File: src/rtl/steamer16_bus_responder.sv
// Wait-stated 16-bit memory responder with byte lanes.
// Define ZERO_WAIT_FETCH_EN to service opcode fetches without waits.
module steamer16_bus_responder #(
  parameter logic [15:1] BASE_ADR    = 15'h7F00,
  parameter int          ADR_BITS    = 8,
  parameter int          WAIT_STATES = 1
) (
  input  logic        clk_i,
  input  logic        res_i,
  input  logic [15:1] adr_i,
  input  logic        we_i,
  input  logic        cyc_i,
  input  logic [1:0]  stb_i,
  input  logic        vda_i,
  input  logic        vpa_i,
  input  logic [15:0] dat_i,
  output logic [15:0] dat_o,
  output logic        ack_o
);

  localparam logic [3:0] WS_M1 =
    (WAIT_STATES == 0) ? 4'd0 : 4'(WAIT_STATES - 1);

  typedef enum logic [1:0] {
    IDLE,
    WAIT,
    ACK
  } state_t;

  state_t               state_q, state_d;
  logic [3:0]           cnt_q, cnt_d;
  logic                 ack_q;
  logic [15:0]          dat_q;
  logic [15:0]          mem_q [2**ADR_BITS];
  logic [ADR_BITS-1:0]  idx;
  logic                 hit, req, fast, enter_ack;

  assign idx = adr_i[ADR_BITS:1];
  assign hit = adr_i[15:ADR_BITS+1] ==
               BASE_ADR[15:ADR_BITS+1];
  assign req = cyc_i & (|stb_i) & hit;

`ifdef ZERO_WAIT_FETCH_EN
  assign fast = vpa_i & ~vda_i;
`else
  logic unused_qual;
  assign unused_qual = vpa_i ^ vda_i;
  assign fast = 1'b0;
`endif

  always_comb begin
    state_d = state_q;
    cnt_d   = cnt_q;
    unique case (state_q)
      IDLE, ACK: begin
        if (!req) begin
          state_d = IDLE;
        end else if (WAIT_STATES == 0 || fast) begin
          state_d = ACK;
        end else begin
          state_d = WAIT;
          cnt_d   = WS_M1;
        end
      end
      WAIT: begin
        if (!req) begin
          state_d = IDLE;
        end else if (cnt_q == 4'd0) begin
          state_d = ACK;
        end else begin
          cnt_d = cnt_q - 4'd1;
        end
      end
      default: state_d = IDLE;
    endcase
  end

  // ACK->ACK is a fresh transfer, so every edge into ACK counts
  assign enter_ack = (state_d == ACK);

  always_ff @(posedge clk_i) begin
    if (res_i) begin
      state_q <= IDLE;
      cnt_q   <= 4'd0;
      ack_q   <= 1'b0;
      dat_q   <= 16'h0000;
    end else begin
      state_q <= state_d;
      cnt_q   <= cnt_d;
      ack_q   <= enter_ack;
      if (enter_ack && !we_i) begin
        dat_q <= mem_q[idx];
      end
    end
  end

  always_ff @(posedge clk_i) begin
    if (!res_i && enter_ack && we_i) begin
      if (stb_i[1]) mem_q[idx][15:8] <= dat_i[15:8];
      if (stb_i[0]) mem_q[idx][7:0]  <= dat_i[7:0];
    end
  end

  assign dat_o = dat_q;
  assign ack_o = ack_q;

endmodule

File: config.mk
export PLATFORM = sky130hd
export DESIGN_NAME = steamer16_bus_responder
export DESIGN_NICKNAME = d
export VERILOG_FILES = /design/src/rtl/steamer16_bus_responder.sv
export SDC_FILE = /design/constraint.sdc
export NUM_CORES = 2
export LEC_CHECK = 0
export ABC_CLOCK_PERIOD_IN_PS = 4800
export CORE_ASPECT_RATIO = 1.1
export CORE_MARGIN = 1.5
export CORE_UTILIZATION = 43
export CTS_CLUSTER_SIZE = 20
export DETAILED_ROUTE_END_ITERATION = 7
export PLACE_DENSITY_LB_ADDON = 0.08
export RECOVER_POWER = 25
export SLEW_MARGIN = 20
export SYNTH_ARGS = -nofsm -noshare
export SYNTH_HDL_FRONTEND = slang
export SYNTH_SLANG_ARGS = --single-unit
File: constraint.sdc
create_clock -name clk_i -period 4.8 [get_ports clk_i]
set_input_delay 0.72 -clock clk_i [delete_from_list [all_inputs] [get_ports clk_i]]
set_output_delay 0.72 -clock clk_i [all_outputs]
set_load 0.02 [all_outputs]
# Yosys cells after proc, flatten, opt, wreduce, memory -nomap -nowiden
# Memories as Yosys holds them, arrays and structs flattened. A register that Yosys moved wholly into a read port is not among the register bits.
# Index checks and enable logic that the tools add are counted.
[totals]
input_bits = 39
regBits = 7
mem_count = 1
output_inout_bits = 17
elab_cells = 39
mem_bits_rw = 4096
[memory_table]
columns = ["name", "words", "width", "read_ports", "rd_ports_with_merged_regs", "wr", "line", "source"]
rows = [
  ["mem_q", 256, 16, 1, 1, 1, "34", "logic [15:0] mem_q [2**ADR_BITS];"],
]
[op_classes]
n_mux = 14
n_eq_ne = 7
bitwise_logic = 2
reduce_logical = 11
addsub = 1
[op_table]
columns = ["cell", "count"]
rows = [
  ["$mux 4", 3],
  ["$pmux 4 s2", 1],
  ["$eq 7x7->1 const B", 1],
  ["$mux 1", 7],
  ["$ne 2x2->1 const B", 3],
  ["$eq 2x2->1 const B", 2],
  ["$logic_not 4->1", 1],
  ["$mux 2", 2],
  ["$pmux 2 s2", 1],
  ["$reduce_and 4->1", 1],
  ["$reduce_or 2->1", 2],
  ["$sub 4x1->4 const B", 1],
  ["$logic_and 1x1->1", 3],
  ["$and 1x1->1", 2],
  ["$eq 2x1->1 const B", 1],
  ["$logic_not 1->1", 2],
  ["$logic_not 2->1", 1],
  ["$reduce_bool 2->1", 1],
]

# Logic depth before layout (Yosys ltp)
[logic_depth]
ltp_word = 10
ltp_mapped = 13

# Least setup slack after synthesis
# No wires, ideal clock.
[synth_timing]
kind = "input to register"
startpoint = "input port adr_i[1] (netlist name)"
endpoint = "memory mem_q[102][0], enable pin"
n_path_buf = 8
setup_ns = 0.370
slack_ns = 1.405
t_arrival_ns = 3.025
path_stages = 11
t_required_ns = 4.430
path_cell_list = "buf_6 > buf_6 > buf_4 > buf_4 > buf_6 > buf_4 > buf_2 > nor3b_1 > nand2_1 > clkbuf_1 > nor2_1"
[synth_lines]
columns = ["element", "line", "source"]
rows = [
  ["start: declaration", "10", "input logic [15:1] adr_i,"],
  ["end: declaration", "34", ""],
]
# Straight into the memory's write port.

# Final worst setup path
[layout_timing]
startpoint = "input port dat_i[8]"
endpoint = "memory mem_q[195][8], data pin"
[layout_lines]
columns = ["element", "line", "source"]
rows = [
  ["start: declaration", "16", "input logic [15:0] dat_i,"],
]
# Straight into the memory's write port.

==> impl_results.md <==
- Result of the run: finished, violations left
- Failing checks: max-capacitance violations, max-slew violations
- Total leakage power: 58.9 nW
- Clk pin slew, worst setup/hold paths: 60 ps
- Synth-to-Final Area Change: 16.7%
- Dominant combinational cell family by area after synthesis: multiplexers
- Vias: 78720
- Critical path, cell by cell: dlymetal6s4s_1 -> buf_4
- Timing-limited maximum frequency: 241 MHz
- Count of H-tree levels built during CTS: 5
- Number of global-route vias before repair: 81052
- Synthesized area: 159000 µm²
- Effective utilization at floorplan: 0.431
- Post-synth EDFFs: 4096
- Critical path type: input port to flip-flop
- Register area share after synthesis: 0.776
- Count of final hold-check violations: 0
- Net Count, Synth: 7191
- Final setup skew: 44.2 ps
- Fraction of the mapped netlist area in simple logic gates: 0.0245
- Maximum root-to-sink buffer count: 4
- Post-synthesis cell count: 7150
- Largest net degree at the start of global routing: 150
- DR DRC count: 0
- Fin nets: 8219
- Sum Neg Setup Slack: 0 ps
- Count of cell types in the netlist: 65
- Clock tree from TritonCTS: done
- Total global routing track utilization: 0.249
- Highest cell delay on the worst timing path: 3020 ps
- Hold Buf Count CTS: 0
- Final wirelength: 464000 µm
- Initial antenna violation count: 27
- Unrepaired setup endpoints after global routing: no
- Inserted Clock Buffers: 421
- Number of cells on the critical path: 2
- PostCTS Resize Cnt: 0
- Remaining max-slew budget at the tightest pin: -1.98
- Crit path from: dat_i[8]
- PwrDens: 410 nW/µm²
- Count of cells along the worst register-to-register path: 12
- Reg2reg setup slack: 970 ps
- Placed Area: 172000 µm²
- CP Data Arrival Time: 4850 ps
- Launch instance of the worst register-to-register path: cnt_q[0]
- Number of top-level design ports: 56
- Sum of buffers and inverters on the critical path: 2
- Final Slew Violations: 1687
- Maximum resistive drop on vdd: 0.269 mV
- Placeable core region: 369000 µm²
- DR iter-0 viols: 9054
- Predominant post-synthesis flop cell: sky130_fd_sc_hd__edfxtp_1
- Clock root buffer: sky130_fd_sc_hd__clkbuf_16
- Half-perimeter wire length of the detailed placement result: 298000 µm
- Area share of fa/ha/maj cells after synthesis: 0.000157
- Setup repair bufs after CTS: 0
- Top-area cell type share of the netlist area: 0.773
- FF+latch count, synth: 4119
- Leading area contributor after synthesis: sky130_fd_sc_hd__edfxtp_1
- Parity-gate share of the synthesized area counting xor and xnor cells: 0.000110
- Layout Cell Area excl Fill: 186000 µm²
- GRT overflow: 0
- Worst path required time: 5500 ps
- Total iterations of the first detailed-routing run: 5
- End of the worst register-to-register path: mem_q[249][13]
- Yosys synthesis warning count: 0
- Average via count per standard cell: 5.89
- Path class of the lowest-slack min-delay path: input port to flip-flop
- Fraction of the mapped netlist area in compound gates: 0.0167
- Die height: 641 µm
- TritonCTS Sinks: 4119
- Period Utilization, post-route: 0.865
- Power after layout: 76.1 mW
- Slowest-stage cell, CP: sky130_fd_sc_hd__dlymetal6s4s_1
- Detail-routed net length per standard cell: 34.7 µm
- Worst hold margin: 227 ps
- Multiplexer share of the synthesized area: 0.168
- Min Clock Period, post-route: 4150 ps
- Later-pin clock latency in the skew report: 990 ps
- Largest driver fanout on the critical path: 102
- Die span in x: 583 µm
- First-pass GRT wire length: 648000 µm
- # port buffers: 53
- Crit. End Element: flip-flop
- Fraction of layout cells with a size suffix above 1: 0.326
- Max-cap violations: 18
- Synth area leaders: sky130_fd_sc_hd__edfxtp_1, sky130_fd_sc_hd__mux4_2, sky130_fd_sc_hd__nor2_1, sky130_fd_sc_hd__mux2i_1, sky130_fd_sc_hd__clkbuf_1
- Fraction of synthesis flops using an asynchronous set or reset pin: 0
- Antenna-violating nets left: 0
- CP Launch Type: input port
- Total of endpoints with negative setup slack in the final report: 0
- Worst slew pin tran: 4460 ps
- Syn avg cell area: 22.2 µm²
- Capture point of the worst path: mem_q[195][8]
- # rows: 234
- Kind of cell adding the most delay to the critical path: buffers and inverters
- Area enclosed by the die boundary: 374000 µm²
- Routability Congestion: 0.879
cells by family (layout without fill, tap and decap cells):
| kind of cell | count (synthesis) | after routing |
|---|---|---|
| simple gates | 941 | 941 |
| fa+ha+maj | 2 | 2 |
| buf+inv | 436 | 1809 |
| compound gates | 373 | 373 |
| flops | 4119 | 4119 |
| other cells | 0 | 11 |
| mux | 1277 | 1277 |
| xor+xnor | 2 | 2 |
how the worst min path moves through the flow:
| stage | from | to | slack [ps] | depth (start not counted) |
|---|---|---|---|---|
| after floorplan | cnt_q[1] | cnt_q[1] | 480 | 2 |
| after global placement | cnt_q[1] | cnt_q[1] | 510 | 2 |
| after detailed placement | cnt_q[1] | cnt_q[1] | 520 | 2 |
| after CTS | dat_i[4] | mem_q[19][4] | 200 | 1 |
| after global routing | dat_i[11] | mem_q[192][11] | 230 | 1 |
| final | dat_i[11] | mem_q[192][11] | 230 | 1 |
area by class of cell:
class / instances / area [µm²]
repair buffers: 1032 / 8870
fillers: 29353 / 183000
well taps: 4838 / 6050
multi-input cells: 2595 / 33500
clock buffers: 506 / 11100
flip-flops and latches: 4119 / 123000
inverters: 9 / 48.8
diodes: 11 / 27.5
clock inverters: 262 / 2600
cells in the final DEF, fill, tap and decap left out, types with 9 or more instances in the layout:
| master | n |
|---|---|
| sky130_fd_sc_hd__inv_6 | 10 |
| sky130_fd_sc_hd__nand2_2 | 22 |
| sky130_fd_sc_hd__diode_2 | 11 |
| sky130_fd_sc_hd__a221oi_1 | 25 |
| sky130_fd_sc_hd__clkbuf_1 | 79 |
| sky130_fd_sc_hd__nand3_1 | 65 |
| sky130_fd_sc_hd__nand2_1 | 151 |
| sky130_fd_sc_hd__nand4_1 | 19 |
| sky130_fd_sc_hd__clkbuf_16 | 428 |
| sky130_fd_sc_hd__mux2i_1 | 139 |
| sky130_fd_sc_hd__o22ai_1 | 46 |
| sky130_fd_sc_hd__a32oi_1 | 15 |
| sky130_fd_sc_hd__clkinv_2 | 82 |
| sky130_fd_sc_hd__nor4_1 | 12 |
| sky130_fd_sc_hd__o21ai_0 | 33 |
| sky130_fd_sc_hd__a31oi_1 | 17 |
| sky130_fd_sc_hd__a22o_1 | 23 |
| sky130_fd_sc_hd__a21oi_1 | 50 |
| sky130_fd_sc_hd__nor3_1 | 41 |
| sky130_fd_sc_hd__mux4_2 | 1114 |
| sky130_fd_sc_hd__clkdlybuf4s50_1 | 31 |
| sky130_fd_sc_hd__a22oi_1 | 84 |
| sky130_fd_sc_hd__nor2b_1 | 13 |
| sky130_fd_sc_hd__clkinv_1 | 96 |
| sky130_fd_sc_hd__buf_4 | 897 |
| sky130_fd_sc_hd__nor2_1 | 567 |
| sky130_fd_sc_hd__bufinv_16 | 47 |
| sky130_fd_sc_hd__buf_12 | 79 |
| sky130_fd_sc_hd__mux2_2 | 24 |
| sky130_fd_sc_hd__a211oi_1 | 14 |
| sky130_fd_sc_hd__dfxtp_1 | 23 |
| sky130_fd_sc_hd__clkinvlp_4 | 14 |
| sky130_fd_sc_hd__clkinv_8 | 9 |
| sky130_fd_sc_hd__edfxtp_1 | 4096 |
synthesized netlist by cell type, types with 17 or more instances:
cell type / number
sky130_fd_sc_hd__edfxtp_1: 4096
sky130_fd_sc_hd__mux4_2: 1114
sky130_fd_sc_hd__nor2_1: 577
sky130_fd_sc_hd__clkbuf_1: 183
sky130_fd_sc_hd__nand2_1: 173
sky130_fd_sc_hd__mux2i_1: 139
sky130_fd_sc_hd__buf_2: 106
sky130_fd_sc_hd__a22oi_1: 84
sky130_fd_sc_hd__buf_4: 71
sky130_fd_sc_hd__nand3_1: 65
sky130_fd_sc_hd__a21oi_1: 50
sky130_fd_sc_hd__o22ai_1: 46
sky130_fd_sc_hd__nor3_1: 41
sky130_fd_sc_hd__buf_1: 39
sky130_fd_sc_hd__o21ai_0: 33
sky130_fd_sc_hd__buf_6: 28
sky130_fd_sc_hd__a221oi_1: 25
sky130_fd_sc_hd__mux2_2: 24
sky130_fd_sc_hd__a22o_1: 23
sky130_fd_sc_hd__dfxtp_1: 23
sky130_fd_sc_hd__nand4_1: 19
sky130_fd_sc_hd__nor2b_1: 18
sky130_fd_sc_hd__a31oi_1: 17
power by group:
| group | switching [mW] | internal, mW | total, mW | leakage [nW] |
|---|---|---|---|---|
| Combinational | 2.42 | 1.33 | 3.75 | 15.2 |
| Sequential | 0.0000576 | 39.6 | 39.6 | 37.0 |
| Clock | 13.9 | 18.9 | 32.8 | 6.68 |
per-layer routing:
metal	track usage	routed length (µm)
met3	0.0380	30400
met5	0	12
met2	0.404	224000
met1	0.350	195000
met4	0.0703	14300
registers in the layout, summed over array words and instances, names as in the netlist:
register  flops
mem_q      4096
dat_o        16
cnt_q         4
state_q       2
ack_o         1
per-stage QoR:
stage	setup slack, ps	utilization	cells
2_1_floorplan	1400	-	7150
3_3_place_gp	376	0.467	12590
3_5_place_dp	344	0.467	12590
4_1_cts	922	0.504	13358
5_1_grt	380	0.503	13364
6_report	646	0.504	13372
(Power assumes the default switching activity.)
